==> src/rtl/cronometro_pkg.sv <==
// rtl/cronometro_pkg.sv - shared state encoding and digit constants for the stopwatch controller
package cronometro_pkg;

  typedef enum logic [2:0] {
    ST_IDLE  = 3'd0,
    ST_RUN   = 3'd1,
    ST_PAUSE = 3'd2,
    ST_LAP   = 3'd3,
    ST_FULL  = 3'd4
  } state_t;

  localparam int UNIT_W   = 4;
  localparam int TENS_W   = 3;
  localparam int UNIT_MAX = 9;
  localparam int TENS_MAX = 5;

  typedef struct packed {
    logic [TENS_W-1:0] mt;
    logic [UNIT_W-1:0] mu;
    logic [TENS_W-1:0] st;
    logic [UNIT_W-1:0] su;
  } digits_t;

endpackage

==> src/rtl/bcd_contador.sv <==
// rtl/bcd_contador.sv - single BCD digit counter with registered terminal flag, falling-edge clocked
module bcd_contador #(
  parameter int W   = 4,
  parameter int MAX = 9
) (
  input  logic         ck,
  input  logic         rst_s,
  input  logic         en,
  output logic [W-1:0] q,
  output logic         at_max
);

  // at_max is registered alongside q so the cascade never sees a combinational compare
  always_ff @(negedge ck) begin
    if (rst_s) begin
      q      <= '0;
      at_max <= 1'b0;
    end else if (en) begin
      if (at_max) begin
        q      <= '0;
        at_max <= 1'b0;
      end else begin
        q      <= q + 1'b1;
        at_max <= (q == W'(MAX - 1));
      end
    end
  end

endmodule

==> src/rtl/cronometro_presc.sv <==
// rtl/cronometro_presc.sv - base tick prescaler producing the one-second enable
module cronometro_presc #(
  parameter int PRESC = 10,
  parameter int PW    = 8
) (
  input  logic ck,
  input  logic rst_s,
  input  logic en,
  input  logic tick,
  output logic sec_en
);

  localparam logic [PW-1:0] LAST = PW'(PRESC - 1);

  logic [PW-1:0] cnt;

  assign sec_en = en & tick & (cnt == LAST);

  always_ff @(negedge ck) begin
    if (rst_s) begin
      cnt <= '0;
    end else if (en && tick) begin
      cnt <= (cnt == LAST) ? '0 : cnt + 1'b1;
    end
  end

endmodule

==> src/rtl/cronometro_ctrl.sv <==
// rtl/cronometro_ctrl.sv - stopwatch run/pause/lap/clear sequencer over four BCD digit counters
module cronometro_ctrl
  import cronometro_pkg::*;
#(
  parameter int PRESC = 10,
  parameter int PW    = 8
) (
  input  logic              ck,
  input  logic              rst_s,
  input  logic              tick,
  input  logic              start_stop,
  input  logic              lap,
  input  logic              clear,
  output logic              running,
  output logic              lap_active,
  output logic              overflow,
  output logic [UNIT_W-1:0] disp_su,
  output logic [TENS_W-1:0] disp_st,
  output logic [UNIT_W-1:0] disp_mu,
  output logic [TENS_W-1:0] disp_mt
);

  state_t  state, state_nx;
  digits_t live, lap_q, shown;
  logic    sec_en, live_en, clr_go, cnt_rst;
  logic    su_max, st_max, mu_max, mt_max, all_max, sat;
  logic    su_en, st_en, mu_en, mt_en, lap_take;

  assign live_en = (state == ST_RUN) || (state == ST_LAP);
  assign clr_go  = clear && ((state == ST_PAUSE) || (state == ST_FULL));
  assign cnt_rst = rst_s | clr_go;

  cronometro_presc #(.PRESC(PRESC), .PW(PW)) u_presc (
    .ck     (ck),
    .rst_s  (cnt_rst),
    .en     (live_en),
    .tick   (tick),
    .sec_en (sec_en)
  );

  // At 59:59 the whole cascade is gated off so the count saturates instead of wrapping
  assign all_max = su_max & st_max & mu_max & mt_max;
  assign sat     = sec_en & all_max;
  assign su_en   = sec_en & ~all_max;
  assign st_en   = su_en & su_max;
  assign mu_en   = st_en & st_max;
  assign mt_en   = mu_en & mu_max;

  bcd_contador #(.W(UNIT_W), .MAX(UNIT_MAX)) u_su (
    .ck(ck), .rst_s(cnt_rst), .en(su_en), .q(live.su), .at_max(su_max)
  );
  bcd_contador #(.W(TENS_W), .MAX(TENS_MAX)) u_st (
    .ck(ck), .rst_s(cnt_rst), .en(st_en), .q(live.st), .at_max(st_max)
  );
  bcd_contador #(.W(UNIT_W), .MAX(UNIT_MAX)) u_mu (
    .ck(ck), .rst_s(cnt_rst), .en(mu_en), .q(live.mu), .at_max(mu_max)
  );
  bcd_contador #(.W(TENS_W), .MAX(TENS_MAX)) u_mt (
    .ck(ck), .rst_s(cnt_rst), .en(mt_en), .q(live.mt), .at_max(mt_max)
  );

  always_ff @(negedge ck) begin
    if (rst_s) begin
      state <= ST_IDLE;
    end else begin
      state <= state_nx;
    end
  end

  always_comb begin
    state_nx = state;
    case (state)
      ST_IDLE: begin
        if (start_stop) state_nx = ST_RUN;
      end
      ST_RUN: begin
        if (sat)             state_nx = ST_FULL;
        else if (start_stop) state_nx = ST_PAUSE;
        else if (lap)        state_nx = ST_LAP;
      end
      ST_LAP: begin
        if (sat)             state_nx = ST_FULL;
        else if (start_stop) state_nx = ST_PAUSE;
        else if (lap)        state_nx = ST_RUN;
      end
      ST_PAUSE: begin
        if (clear)           state_nx = ST_IDLE;
        else if (start_stop) state_nx = ST_RUN;
      end
      ST_FULL: begin
        if (clear) state_nx = ST_IDLE;
      end
      default: state_nx = ST_IDLE;
    endcase
  end

  // Lap snapshot takes the digits as they stand before this edge's count
  assign lap_take = (state == ST_RUN) && lap && !start_stop && !sat;

  always_ff @(negedge ck) begin
    if (cnt_rst) begin
      lap_q <= '0;
    end else if (lap_take) begin
      lap_q <= live;
    end
  end

  always_comb begin
    running    = 1'b0;
    lap_active = 1'b0;
    overflow   = 1'b0;
    shown      = live;
    case (state)
      ST_RUN:  running = 1'b1;
      ST_LAP: begin
        running    = 1'b1;
        lap_active = 1'b1;
        shown      = lap_q;
      end
      ST_FULL: overflow = 1'b1;
      default: ;
    endcase
  end

  assign disp_su = shown.su;
  assign disp_st = shown.st;
  assign disp_mu = shown.mu;
  assign disp_mt = shown.mt;

endmodule

==> config.mk <==
export PLATFORM = sky130hd
export DESIGN_NAME = cronometro_ctrl
export DESIGN_NICKNAME = d
export VERILOG_FILES = /design/src/rtl/cronometro_pkg.sv /design/src/rtl/bcd_contador.sv /design/src/rtl/cronometro_presc.sv /design/src/rtl/cronometro_ctrl.sv
export SDC_FILE = /design/constraint.sdc
export NUM_CORES = 1
export LEC_CHECK = 0
export ABC_AREA = 1
export BUFFER_PORTS_ARGS = -buffer_cell sky130_fd_sc_hd__buf_4
export CORE_MARGIN = 2
export CORE_UTILIZATION = 63
export DETAILED_ROUTE_END_ITERATION = 10
export GPL_TIMING_DRIVEN = 1
export HOLD_SLACK_MARGIN = 0.03
export PLACE_DENSITY = 0.94
export SLEW_MARGIN = 20
export SYNTH_ARGS = -nofsm -noshare
export SYNTH_HDL_FRONTEND = slang
export SYNTH_SLANG_ARGS = --single-unit
==> constraint.sdc <==
create_clock -name ck -period 2.1 [get_ports ck]
set_input_delay 0.42 -clock ck [delete_from_list [all_inputs] [get_ports ck]]
set_output_delay 0.42 -clock ck [all_outputs]
set_load 0.01 [all_outputs]
==> summary.md, run 1 <==
| Metric | Value |
|---|---|
| # Post-CTS Setup Buffers | 10 |
| Synth top area cells | dfxtp_1, nand2_1, nor2_1 |
| CTS sink count | 43 |
| # hold bufs at CTS | 0 |
| Ports | 23 |
| Cell Area, Synth | 2370 µm² |
| Initial cell density of the core | 0.654 |
| Placement Rows | 22 |
| Maximum clock insertion buffer count | 2 |
| Halt Stage | clock tree synthesis |
| Dpl ws | -0.516 ns |
| Hpwl dp | 5.35 mm |
| EDFF count, synth | 0 |
| Ys Warns | 0 |
| Avg Cell Area, Syn | 7.35 µm² |
| Top cell type's share of synthesized area | 0.362 |
| DIE HEIGHT | 65.4 µm |
| Status | aborted with a tool error |
| H-tree depth | 2 |
| PortBufs | 22 |
| Post-CTS resize count | 106 |
| Root Driver | clkbuf_8 |
| GP Congestion | 0.916 |
| Yosys top cell by area | dfxtp_1 |
| Flops & latches, synth | 43 |
| Stop err | [ERROR DPL-0038] Utilization greater than 100%, impossible to legalize |
| Synth unique cells | 32 |
| Most used flip-flop cell after synthesis | dfxtp_1 |
| Gate Count Post-Synth | 323 |
| Most frequent cell after synthesis | nand2_1 |
| TritonCTS Buffers | 5 |
| Synth async-reset ratio | 0 |
| Seq/Total Area, Yosys | 0.362 |
| Syn nets | 339 |
| Post-synth top cells | nand2_1, dfxtp_1, nor2_1, inv_1 |
| Chip width | 65.4 µm |
==> stage by stage <==
stage | std cells | TNS (ns) | cell area [µm²]
after global placement | 437 | -23.26 | 3110
after floorplan | 323 | -14.31 | 2540
after detailed placement | 437 | -25.84 | 3110
==> cells by family after synthesis <==
family                     synth area share
xor gates and xnor gates             0.0221
adders and majority gates            0.0527
and+or+nand+nor                       0.343
AOI/OAI and AO/OA                     0.135
DFF                                   0.362
buffers and inverters                0.0848
==> inputs of run 2 (changes only) <==
- CORE_UTILIZATION: 63 -> 40
- HOLD_SLACK_MARGIN: 0.03 -> not set
- PLACE_DENSITY: 0.94 -> not set
- PLACE_DENSITY_LB_ADDON: not set -> 0.15
==> run 2 against run 1 <==
Against the previous run: the flow now finishes, with violations (negative setup slack); synthesized cell count is the same; area after synthesis unchanged.
==> summary.md, run 2 <==
| Metric | Value |
|---|---|
| Failing checks | negative setup slack |
| H-tree depth | 2 (unchanged) |
| Post-synth top cells | nand2_1, dfxtp_1, nor2_1, inv_1 (unchanged) |
| Synth-to-Final Area Change | 72.2% |
| GRT Util Overall | 0.212 |
| PortBufs | 22 (unchanged) |
| Most common cell after layout, fill and taps aside | inv_1 |
| DIE HEIGHT | 81.1 µm (was 65.4 µm) |
| TritonCTS Buffers | 5 (unchanged) |
| Cells along the critical path | inv_2, nor3_4, buf_6, buf_12, nand2_2, o21ai_1, buf_4 |
| Clock tree from TritonCTS | done |
| Dpl ws | -0.512 ns (was -0.516 ns) |
| Critical Path End Type | output pin |
| Type of origin of the critical path | flop |
| Most used flip-flop cell after synthesis | dfxtp_1 (unchanged) |
| Synth Area in XOR/XNOR | 0.0221 (unchanged) |
| Largest stage delay, worst path | 0.32 ns |
| Max reg flops | 14 |
| Slew at the pin with the worst max-slew slack | 0.428 ns |
| Pleak | 1.86 nW |
| Dpl cells | 467 (was 437) |
| Initial DRC Count | 87 |
| Number of global-route vias before repair | 2584 |
| Gate Count Post-Synth | 323 (unchanged) |
| Most frequent cell after synthesis | nand2_1 (unchanged) |
| Synth top area cells | dfxtp_1, nand2_1, nor2_1 (unchanged) |
| Clock transition at the registers of the reported paths | 0.04 ns |
| Worst setup margin | -0.833 ns |
| CTS sink count | 43 (unchanged) |
| Synth async-reset ratio | 0 (unchanged) |
| Post-synthesis simple-gate area fraction | 0.343 (unchanged) |
| Cell Pwr Density | 567 nW/µm² |
| VDD IR-drop max | 0.405 mV |
| Core Util, Final | 0.703 |
| Hpwl dp | 4.19 mm (was 5.35 mm) |
| Ys Warns | 0 (unchanged) |
| Via Count | 2577 |
| Ant diodes | 0 |
| Clock Latency Late Sink | 0.38 ns |
| Pin count of the biggest net entering global routing | 16 |
| Ports | 23 (unchanged) |
| First-pass GRT wire length | 10.9 mm |
| Initial cell density of the core | 0.408 (was 0.654) |
| Final-report setup violation count | 56 |
| Yosys top cell by area | dfxtp_1 (unchanged) |
| Top reg by flops | lap_q |
| Nets@finish | 473 |
| Global route total overflow | 0 |
| Flops & latches, synth | 43 (unchanged) |
| Max-slew violations | 0 |
| Share of layout cells above drive strength 1 | 0.504 |
| Initial antenna violation count | 0 |
| Vias per inst | 4.83 |
| Post-Synth Adder-Cell Area | 0.0527 (unchanged) |
| Critical Path AT | 2.51 ns |
| Worst Skew | 0.0305 ns |
| CP Max Fanout | 8 |
| Complex-gate fraction of the synthesized area | 0.135 (unchanged) |
| Avg Cell Area, Syn | 7.35 µm² (unchanged) |
| GP Congestion | 0.855 (was 0.916) |
| Die area | 6570 µm² |
| Largest family of logic cells by synthesized area | simple AND/OR/NAND/NOR gates (unchanged) |
| Placement Rows | 28 (was 22) |
| Syn nets | 339 (unchanged) |
| Root Driver | clkbuf_8 (unchanged) |
| Maximum clock insertion buffer count | 2 (unchanged) |
| Core ar. | 5820 µm² |
| Layout Cells excl Fill | 533 |
| Most frequent cells in the layout | inv_1, buf_4, dfxtp_1 |
| Routed Antenna Nets | 0 |
| Crit path max-delay family | buffers and inverters |
| Status | complete, but fails checks (was aborted with a tool error) |
| Synth unique cells | 32 (unchanged) |
| Crit path buffers/inverters | 4 |
| Power, Total | 2.32 mW |
| Top cell type's share of synthesized area | 0.362 (unchanged) |
| Total Wirelength | 6.72 mm |
| Residual DRC count | 0 |
| Slew HR | 0.714 |
| Seq/Total Area, Yosys | 0.362 (unchanged) |
| Unrepaired setup endpoints after global routing | yes |
| Worst Hold Class | reg -> reg |
| Worst endpoint required time | 1.68 ns |
| Max-cap violations | 0 |
| EDFF count, synth | 0 (unchanged) |
| Chip width | 81.1 µm (was 65.4 µm) |
| CP Class | reg -> out |
| Top Registers | lap_q x14, u_presc.cnt x8 |
| TritonRoute pass-1 iters | 4 |
| Avg WL per Cell | 12.6 µm |
| Final hold vios | 0 |
| Slowest-stage cell, CP | dfxtp_2 |
| Multiplexer area fraction after synthesis | 0 (unchanged) |
| Cell Area, Synth | 2370 µm² (unchanged) |
==> run 2: report_power, final <==
| part | switching, mW | internal, mW |
|---|---|---|
| sequential | 0.0132 | 0.836 |
| clock | 0.529 | 0.702 |
| combinational | 0.121 | 0.115 |
| total | 0.663 | 1.65 |
==> run 2: through the flow <==
stage	cell area, µm²	TNS [ns]	hold WS [ns]
2_1_floorplan	2540	-14.31	0.462
3_3_place_gp	3180	-25.18	0.480
3_5_place_dp	3180	-25.61	0.490
4_1_cts	3890	-15.80	0.496
5_1_grt	4090	-18.57	0.518
6_report	4090	-15.59	0.497
==> run 2: logic make-up after synthesis <==
logic type      Yosys count
simple gates            154
buf+inv                  49
xor+xnor                  6
fa+ha+maj                10
compound gates           61
flops                    43
==> run 2: cell type report <==
class / count / area, µm²
Tap cell: 75 / 93.8
Timing Repair inverter: 1 / 8.76
Inverter: 41 / 183
Clock buffer: 5 / 68.8
Sequential cell: 43 / 865
Multi-Input combinational cell: 232 / 1750
Clock inverter: 46 / 251
Fill cell: 479 / 1730
Timing Repair Buffer: 90 / 865
==> run 2: metal layers <==
metal	vias to the layer above	wire, µm	track usage
li1	1314	-	-
met1	1221	2900	0.244
met2	35	3570	0.368
met3	7	189	0.0633
met4	0	61	0.0864
met5	-	0	0
==> run 2: what timing repair did <==
item,4_1_cts,5_1_grt
hold endpoints to repair,0,0
hold buffers,0,0
gates resized for setup,73,39
endpoints found under the setup margin,56,57
setup buffers,7,8
pin swaps,14,13
cloned,3,0
==> run 2: path summary, 6_finish.rpt <==
check | slack, ns | to | cells past startpoint | startpoint
max | -0.83 | disp_su[1] | 7 | state[0]
min | 0.50 | lap_q[2] | 2 | lap_q[2]
max reg2reg | 0.29 | u_mu.q[1] | 11 | state[2]
min reg2reg | 0.50 | lap_q[2] | 2 | lap_q[2]
==> run 2: worst min-delay path, delay by kind of cell (launching register included) <==
kind             cells  cell delay [ns]
DFF                  1             0.31
and+or+nand+nor      2             0.14
(Power assumes the default switching activity.)
==> inputs of run 3 (changes only) <==
- BUFFER_PORTS_ARGS: -buffer_cell sky130_fd_sc_hd__buf_4 -> -buffer_cell sky130_fd_sc_hd__clkbuf_2
- clock period: 2.1 -> 2.63 ns (I/O delays scaled with it)
==> run 3 against run 2 <==
Against the previous run: the run still ends with negative setup slack left; cell count shrank 3.9%; first-iteration DRC count shrank 21%; core utilization shrank 12 points; worst hold slack lost 0.027 ns; wire length shrank 15%; critical path type unchanged; sequential power shrank 20%; sequential share of layout area grew 4.4 points; non-clock buffer count shrank 19; register-to-register slack gained 0.66 ns; combinational power shrank 42%; clock skew shrank 0.010 ns; via count shrank 8.6%.
==> summary.md, run 3 (synthesis results as in run 2) <==
| Metric | Value |
|---|---|
| Status | complete, but fails checks (unchanged) |
| Failing checks | negative setup slack (unchanged) |
| # hold bufs at CTS | 0 (unchanged) |
| Slowest-stage cell, CP | dfxtp_2 (unchanged) |
| Number of global-route vias before repair | 2283 (was 2584) |
| Top Registers | lap_q x14, u_presc.cnt x8 (unchanged) |
| Max reg flops | 14 (unchanged) |
| Hpwl dp | 4.14 mm (was 4.19 mm) |
| Crit path launch | state[0] (unchanged) |
| Pin count of the biggest net entering global routing | 19 (was 16) |
| RR Startpoint | state[2] (unchanged) |
| Worst setup margin | -0.671 ns (was -0.833 ns) |
| Initial antenna violation count | 0 (unchanged) |
| Total Wirelength | 5.68 mm (was 6.72 mm) |
| Vias per inst | 4.60 (was 4.83) |
| GRT Util Overall | 0.187 (was 0.212) |
| Most frequent cells in the layout | inv_1, buf_4, dfxtp_1 (unchanged) |
| Largest stage delay, worst path | 0.32 ns (about the same) |
| Top reg by flops | lap_q (unchanged) |
| Placement Rows | 28 (unchanged) |
| DIE HEIGHT | 81.1 µm (unchanged) |
| CP Max Fanout | 5 (was 8) |
| Met1 WL | 2.58 mm (was 2.90 mm) |
| Initial cell density of the core | 0.408 (unchanged) |
| Nets@finish | 452 (was 473) |
| Cells along the critical path | inv_2, nor3_4, buf_6, inv_1, nand2_1, nand2_2, clkbuf_2 (was inv_2, nor3_4, buf_6, buf_12, nand2_2, o21ai_1, buf_4) |
| Core Util, Final | 0.583 (was 0.703) |
| Initial DRC Count | 69 (was 87) |
| H-tree depth | 2 (unchanged) |
| Worst Hold Class | reg -> reg (unchanged) |
| GP Congestion | 0.849 (was 0.855) |
| Critical Path Sink | disp_su[3] (was disp_su[1]) |
| Slew at the pin with the worst max-slew slack | 0.323 ns (was 0.428 ns) |
| Dpl cell area | 2990 µm² (was 3180 µm²) |
| Maximum clock insertion buffer count | 2 (unchanged) |
| Reg2reg end | lap_q[6] (was u_mu.q[1]) |
| Reg2reg setup slack | 0.95 ns (was 0.29 ns) |
| Avg WL per Cell | 11.1 µm (was 12.6 µm) |
| Routed Antenna Nets | 0 (unchanged) |
| First-pass GRT wire length | 9.51 mm (was 10.9 mm) |
| Final-report setup violation count | 17 (was 56) |
| Reg2Reg Depth | 11 (unchanged) |
| Slew HR | 0.783 (was 0.714) |
| Max-cap violations | 0 (unchanged) |
| Synth-to-Final Area Change | 42.8% (was 72.2%) |
| Clock tree from TritonCTS | done (unchanged) |
| Max-slew violations | 0 (unchanged) |
| CTS sink count | 43 (unchanged) |
| Crit path max-delay family | buffers and inverters (unchanged) |
| Net Switching | 0.498 mW (was 0.663 mW) |
| Metal3 WL | 232 µm (was 189 µm) |
| Chip width | 81.1 µm (unchanged) |
| CP Class | reg -> out (unchanged) |
| Top Layer Used | met4 (unchanged) |
| Worst path depth | 7 (unchanged) |
| Worst Skew | 0.0204 ns (was 0.0305 ns) |
| Via Count | 2355 (was 2577) |
| Core ar. | 5820 µm² (unchanged) |
| Global route total overflow | 0 (unchanged) |
| Clock Latency Late Sink | 0.37 ns (was 0.38 ns) |
| Share of layout cells above drive strength 1 | 0.364 (was 0.504) |
| Pleak | 1.60 nW (was 1.86 nW) |
| Clock transition at the registers of the reported paths | 0.04 ns (about the same) |
| Ports | 23 (unchanged) |
| Critical Path End Type | output pin (unchanged) |
| Switching portion of total power | 0.311 (was 0.286) |
| DR WL met2 | 2.85 mm (was 3.57 mm) |
| Crit path buffers/inverters | 4 (unchanged) |
| Most common cell after layout, fill and taps aside | inv_1 (unchanged) |
| Critical Path AT | 2.77 ns (was 2.51 ns) |
| TritonRoute pass-1 iters | 4 (unchanged) |
| Worst endpoint required time | 2.10 ns (was 1.68 ns) |
| Seq pwr share | 0.422 (was 0.367) |
| Final hold vios | 0 (unchanged) |
| TritonCTS Buffers | 5 (unchanged) |
| Design Area, Final | 3390 µm² (was 4090 µm²) |
| Ant diodes | 0 (unchanged) |
| Root Driver | clkbuf_8 (unchanged) |
| Logic pwr share | 0.085 (was 0.102) |
| Cell Pwr Density | 472 nW/µm² (was 567 nW/µm²) |
| Int Pwr | 1.10 mW (was 1.65 mW) |
| PortBufs | 22 (unchanged) |
| Die area | 6570 µm² (unchanged) |
| VDD IR-drop max | 0.238 mV (was 0.405 mV) |
| Unrepaired setup endpoints after global routing | yes (unchanged) |
| Residual DRC count | 0 (unchanged) |
| Power share of the clock group | 0.493 (was 0.531) |
| Type of origin of the critical path | flop (unchanged) |
-- run 3: final cells by class --
class                   instances  area [µm²]
clock inverters                46         206
multi-input cells             231        1430
flip-flops and latches         43         867
repair buffers                 71         563
well taps                      75        93.8
inverters                      41         159
clock buffers                   5        68.8
fillers                       567        2420
-- run 3: power groups by stage --
| stage | clock network, mW | logic [mW] | registers (mW) |
|---|---|---|---|
| after floorplan | 0.102 | 0.0759 | 0.684 |
| after global placement | 0.102 | 0.126 | 0.685 |
| after detailed placement | 0.102 | 0.127 | 0.685 |
| after CTS | 0.831 | 0.134 | 0.675 |
| after global routing | 0.908 | 0.151 | 0.675 |
| final | 0.788 | 0.136 | 0.675 |
-- run 3: timing repair --
item	CTS	global route
gates resized for setup	11	26
endpoints found under the setup margin	17	17
setup buffers	4	6
pin swaps	1	2
gates cloned	0	1
-- run 3: worst min-delay path, delay by kind of cell, from the launching register on --
| family | cells | cell delay (ns) |
|---|---|---|
| buffers and inverters | 1 | 0.07 |
| AOI/OAI and AO/OA | 1 | 0.06 |
| DFF | 1 | 0.29 |
-- run 3: how the worst min path moves through the flow --
| stage | start | endpoint | slack (ns) | cells after the start |
|---|---|---|---|---|
| 2_1_floorplan | lap_q[9] | lap_q[9] | 0.45 | 2 |
| 3_3_place_gp | lap_q[9] | lap_q[9] | 0.47 | 2 |
| 3_5_place_dp | lap_q[9] | lap_q[9] | 0.47 | 2 |
| 4_1_cts | lap_q[9] | lap_q[9] | 0.47 | 2 |
| 5_1_grt | lap_q[9] | lap_q[9] | 0.49 | 2 |
| 6_report | lap_q[9] | lap_q[9] | 0.47 | 2 |
-- run 3: stage by stage --
stage | setup WS [ns] | std cells | power [mW] | setup TNS (ns) | hold WS, ns
finish | -0.671 | 512 | 1.60 | -10.12 | 0.469
global route | -0.731 | 512 | 1.73 | -11.25 | 0.489
CTS | -0.685 | 510 | 1.64 | -10.71 | 0.474
detailed placement | -0.307 | 456 | 0.914 | -13.19 | 0.469
global placement | -0.297 | 456 | 0.913 | -12.52 | 0.470
floorplan | -0.228 | 323 | 0.862 | -3.95 | 0.452
-- run 3: routing by layer --
metal | global-route usage | up-vias
met3 | 0.0733 | 2
met1 | 0.207 | 1043
li1 | - | 1269
met2 | 0.311 | 41
met4 | 0.0932 | 0
met5 | 0 | -
